### config.mk
export PLATFORM = sky130hd
export DESIGN_NAME = mmio_controller
export DESIGN_NICKNAME = d
export VERILOG_FILES = /design/src/rtl/mmio_controller.sv
export SDC_FILE = /design/constraint.sdc
export NUM_CORES = 1
export LEC_CHECK = 0
export CAP_MARGIN = 20
export CORE_MARGIN = 2
export CORE_UTILIZATION = 42
export DETAILED_ROUTE_END_ITERATION = 6
export PLACE_DENSITY = 0.77
export SLEW_MARGIN = 40
export SYNTH_ARGS = -nofsm -noshare
export SYNTH_HDL_FRONTEND = slang
export SYNTH_SLANG_ARGS = --single-unit
### constraint.sdc
create_clock -name clock -period 4.07 [get_ports clock]
set_input_delay 0.6105 -clock clock [delete_from_list [all_inputs] [get_ports clock]]
set_output_delay 0.6105 -clock clock [all_outputs]
set_load 0.02 [all_outputs]
### src/rtl/mmio_controller.sv
// MMIO controller: decodes processor loads/stores into RAM, button-flag and
// VGA-mailbox classes, with a uniform one-cycle read latency on q_dmem.
module mmio_controller #(
  parameter int unsigned DEPTH     = 4,
  parameter int unsigned OUT_ADDR  = 2000,
  parameter int unsigned STAT_ADDR = 2001,
  parameter int unsigned BTNL_ADDR = 3000,
  parameter int unsigned BTNR_ADDR = 4000,
  parameter int unsigned BTNU_ADDR = 5000,
  parameter int unsigned BTND_ADDR = 6000
) (
  input  logic        clock,
  input  logic        reset,
  input  logic        wren,
  input  logic [31:0] address_dmem,
  input  logic [31:0] data,
  output logic [31:0] q_dmem,
  input  logic [31:0] ram_dout,
  output logic        ram_wen,
  input  logic [3:0]  btn_in,
  output logic [31:0] vga_data,
  output logic        vga_valid,
  input  logic        vga_ready
);

  localparam int unsigned PW = (DEPTH > 1) ? $clog2(DEPTH) : 1;
  localparam int unsigned CW = $clog2(DEPTH + 1);
  localparam logic [CW-1:0] FULL_CNT = CW'(DEPTH);

  typedef enum logic [2:0] {
    CLS_RAM, CLS_OUT, CLS_STAT, CLS_BTNL, CLS_BTNR, CLS_BTNU, CLS_BTND
  } cls_e;

  cls_e          cls_c, cls_q;
  logic [31:0]   rd_d, rd_q;
  logic [3:0]    flag_d, flag_q, btn_prev_q, btn_clr_c;
  logic [PW-1:0] wr_ptr_d, wr_ptr_q, rd_ptr_d, rd_ptr_q;
  logic [CW-1:0] count_d, count_q;
  logic          ovf_d, ovf_q;
  logic [31:0]   mem_q [DEPTH];
  logic          load_c, push_c, pop_c, full_c, push_ok_c;

  // Full 32-bit address decode; anything unmatched belongs to RAM.
  always_comb begin
    cls_c = CLS_RAM;
    if (address_dmem == 32'(OUT_ADDR))       cls_c = CLS_OUT;
    else if (address_dmem == 32'(STAT_ADDR)) cls_c = CLS_STAT;
    else if (address_dmem == 32'(BTNL_ADDR)) cls_c = CLS_BTNL;
    else if (address_dmem == 32'(BTNR_ADDR)) cls_c = CLS_BTNR;
    else if (address_dmem == 32'(BTNU_ADDR)) cls_c = CLS_BTNU;
    else if (address_dmem == 32'(BTND_ADDR)) cls_c = CLS_BTND;
  end

  assign ram_wen   = wren & (cls_c == CLS_RAM);
  assign vga_valid = (count_q != '0);
  assign vga_data  = mem_q[rd_ptr_q];
  assign q_dmem    = (cls_q == CLS_RAM) ? ram_dout : rd_q;

  always_comb begin
    load_c    = ~wren;
    push_c    = wren & (cls_c == CLS_OUT);
    pop_c     = vga_valid & vga_ready;
    full_c    = (count_q == FULL_CNT);
    push_ok_c = push_c & (~full_c | pop_c);

    btn_clr_c = '0;
    if (load_c) begin
      case (cls_c)
        CLS_BTNL: btn_clr_c[0] = 1'b1;
        CLS_BTNR: btn_clr_c[1] = 1'b1;
        CLS_BTNU: btn_clr_c[2] = 1'b1;
        CLS_BTND: btn_clr_c[3] = 1'b1;
        default:  btn_clr_c    = '0;
      endcase
    end
    // A rising edge in the same cycle as a clearing load keeps the flag set.
    flag_d = (flag_q & ~btn_clr_c) | (btn_in & ~btn_prev_q);

    ovf_d = ovf_q;
    if (load_c && (cls_c == CLS_STAT)) ovf_d = 1'b0;
    if (push_c && full_c && !pop_c)    ovf_d = 1'b1;

    wr_ptr_d = wr_ptr_q + PW'(push_ok_c);
    rd_ptr_d = rd_ptr_q + PW'(pop_c);
    count_d  = count_q + CW'(push_ok_c) - CW'(pop_c);

    // Read words reflect state before the edge that captures them.
    rd_d = '0;
    case (cls_c)
      CLS_BTNL: rd_d = {31'b0, flag_q[0]};
      CLS_BTNR: rd_d = {31'b0, flag_q[1]};
      CLS_BTNU: rd_d = {31'b0, flag_q[2]};
      CLS_BTND: rd_d = {31'b0, flag_q[3]};
      CLS_STAT: rd_d = {22'b0, ovf_q, full_c, 8'(count_q)};
      default:  rd_d = '0;
    endcase
  end

  always_ff @(posedge clock or negedge reset) begin
    if (!reset) begin
      cls_q      <= CLS_RAM;
      rd_q       <= '0;
      flag_q     <= '0;
      btn_prev_q <= '0;
      wr_ptr_q   <= '0;
      rd_ptr_q   <= '0;
      count_q    <= '0;
      ovf_q      <= 1'b0;
    end else begin
      cls_q      <= cls_c;
      rd_q       <= rd_d;
      flag_q     <= flag_d;
      btn_prev_q <= btn_in;
      wr_ptr_q   <= wr_ptr_d;
      rd_ptr_q   <= rd_ptr_d;
      count_q    <= count_d;
      ovf_q      <= ovf_d;
    end
  end

  // Mailbox storage needs no reset; count gates its visibility.
  always_ff @(posedge clock) begin
    if (push_ok_c) mem_q[wr_ptr_q] <= data;
  end

endmodule

==> metrics.md <==
| Metric | Value |
|---|---|
| Data required, critical path | 3.46 ns |
| Nets | 621 |
| CP arrival | 3.14 ns |
| Residual DRC | 0 |
| Non-filler cells in the finished layout | 705 |
| Lkg Pwr | 2.962 nW |
| Routed len/inst | 18.51 um |
| HPWL after detailed placement | 8.935 mm |
| Final GP Congestion | 0.9062 |
| Largest net degree at the start of global routing | 34 |
| Max FO, Critical Path | 3 |
| TritonCTS sink count | 152 |
| Root buffer cell | clkbuf_16 |
| Worst-path clk slew | 0.05 ns |
| CTS tree | built |
| Synth-to-layout area growth | 42.78% |
| Top cells by count, synth | edfxtp_1 (128), mux4_2 (32), and2_1 (31), dfrtp_1 (24), inv_1 (12) |
| # IOs | 170 |
| Area share of the largest cell type after synthesis | 0.6330 |
| Row cnt | 43 |
| Min Tclk post-route | 3.753 ns |
| Worst min path class | input pin to asynchronous set/reset pin |
| Cell taking the most area after synthesis | edfxtp_1 |
| Die width | 124.2 um |
| Setup bufs post-CTS | 0 |
| Core Box Area | 0.01399 mm2 |
| Initial antenna violation count | 0 |
| Mapped Cells | 324 |
| First-pass GRT wire length | 20.97 mm |
| Post-Syn Area | 0.006072 mm2 |
| Number of global-route vias before repair | 3,816 |
| H-tree levels | 4 |
| Setup TNS | 0 ns |
| Worst-skew pair later-pin latency | 0.42 ns |
| Synth async-reset ratio | 0.1579 |
| Hold buffer count at CTS | 0 |
| Syn_area_per_cell | 18.74 um2 |
| Pwr dens | 394.3 mW/mm2 |
| Die area | 0.01544 mm2 |
| Fin crit share | 0.9222 |
| Measured slew at the worst slew-check pin | 0.6814 ns |
| Dpl cells | 673 |
| Ranking of synthesized cells by area | edfxtp_1 (63%), mux4_2 (12%), dfrtp_1 (9.9%), and2_1 (3.2%), mux2_1 (0.93%) |
| Initial Utilization | 0.4341 |
| Final Util | 0.6198 |
| Detail Route Antenna Nets | 0 |
| Worst Skew | 0.005396 ns |
| TritonRoute pass-1 iters | 4 |
| Crit start category | input pin |
| Die Y | 124.2 um |
| Total routed wirelength | 13.05 mm |
| Final hold vios | 0 |
| Fill count | 1,026 |
| Status | finished, final reports clean |
| Critical path capture point type | output port |
| Worst slew margin relative to its limit | 0.5457 |
| Layout cell share with drive strength beyond 1 | 0.1638 |
| Unrepaired setup endpoints after global routing | no |
| Final setup viols | 0 |
| Library cells used by synthesis | 42 |
| Flops & latches, synth | 152 |
| Syn_nets | 433 |
| Post-synthesis sequential area ratio | 0.7319 |
| Post-CTS sizing | 0 |
| Antenna cells | 0 |
| Count leader, synth | edfxtp_1 |
| Total CTS buffers | 17 |
| Clock Tree Buf Depth | 2 |
| Main flop type after synthesis | edfxtp_1 |
| Initial DRC Count | 258 |
| Via/cell ratio | 5.016 |
| Port Buf Inserts | 169 |
| Hold Slack | 0.1650 ns |
| Max Freq | 266.4 MHz |
| MaxCap Viol Count | 0 |
| Slew Limit Fails | 0 |
| Via Count | 3,536 |
| Critical path type | input pin to output port |
| Gr usage total | 0.1782 |
| Peak supply drop | 0.0003553 V |
| EDFF count, synth | 128 |
| YS warnings | 0 |
| Overflow after GRT | 0 |
flip-flops by register name, indices dropped and copies added, names as in the netlist:
| register | count |
|---|---|
| btn_prev_q | 4 |
| cls_q | 3 |
| count_q | 3 |
| flag_q | 4 |
| mem_q | 128 |
| ovf_q | 1 |
| rd_ptr_q | 2 |
| rd_q | 5 |
| wr_ptr_q | 2 |
placed cells by master (no fill, tap or decap), types with 5 or more instances in the layout:
cell and instances:
mux4_2 32, clkbuf_16 19, dfrtp_1 22, mux2_1 5, buf_4 10, o21ai_1 10
edfxtp_1 128, nand2_1 6, and2_1 31, inv_1 12, clkdlybuf4s50_1 168, nor4_1 9
worst paths after layout:
| check | start | endpoint | slack, ns | depth (start not counted) |
|---|---|---|---|---|
| worst min register to register | btn_prev_q[0] | flag_q[0] | 0.41 | 1 |
| worst min-delay path | reset | flag_q[2] | 0.16 | 1 |
| worst max register to register | count_q[1] | count_q[2] | 1.74 | 9 |
| max in group asynchronous | reset | rd_ptr_q[1] | 3.50 | 1 |
| min in group clock | btn_prev_q[0] | flag_q[0] | 0.41 | 1 |
| worst max-delay path | address_dmem[1] | ram_wen | 0.32 | 7 |
logic make-up after synthesis:
family | share of synthesized area
AOI/OAI and AO/OA | 0.01875
xor gates and xnor gates | 0.005771
adders and majority gates | 0.01154
buffers and inverters | 0.01545
DFF | 0.7319
muxes | 0.1280
and+or+nand+nor | 0.08860
power breakdown:
| part | leakage (nW) | internal [mW] | switching [mW] | total, mW |
|---|---|---|---|---|
| Combinational | 1.22 | 0.126 | 0.0750 | 0.201 |
| Clock | 0.294 | 0.959 | 0.568 | 1.53 |
| Sequential | 1.45 | 1.69 | 0.000547 | 1.69 |
layer usage:
metal / wire length [um] / global-route usage / vias up
li1: - / - / 1662
met3: 480 / 0.04690 / 19
met1: 5519 / 0.2212 / 1774
met5: 0 / 0 / -
met4: 191 / 0.06279 / 0
met2: 6857 / 0.3031 / 81
stage by stage:
stage	setup slack, ns	area, um2	power [mW]
2_1_floorplan	0.5038	6087	1.766
3_3_place_gp	0.3592	8082	1.918
3_5_place_dp	0.3266	8079	1.923
4_1_cts	0.3240	8670	3.453
5_1_grt	0.2610	8670	3.526
6_report	0.3167	8670	3.419
layout make-up:
| class | instances | area (um2) | area share |
|---|---|---|---|
| multi-input cells | 148 | 1574 | 0.1816 |
| clock inverters | 6 | 58.81 | 0.006783 |
| clock buffers | 26 | 531.8 | 0.06134 |
| well taps | 180 | 225.2 | 0.02598 |
| inverters | 13 | 48.80 | 0.005629 |
| repair buffers | 180 | 1782 | 0.2055 |
| flip-flops and latches | 152 | 4449 | 0.5132 |
critical path, cell delays in order:
cell and delay, ns:
clkdlybuf4s50_1 0.43, or3_1 0.40, or3b_4 0.42, or4_4 0.52, a21oi_4 0.15, nor4_1 0.06
clkdlybuf4s50_1 0.55
(Power assumes the default switching activity.)
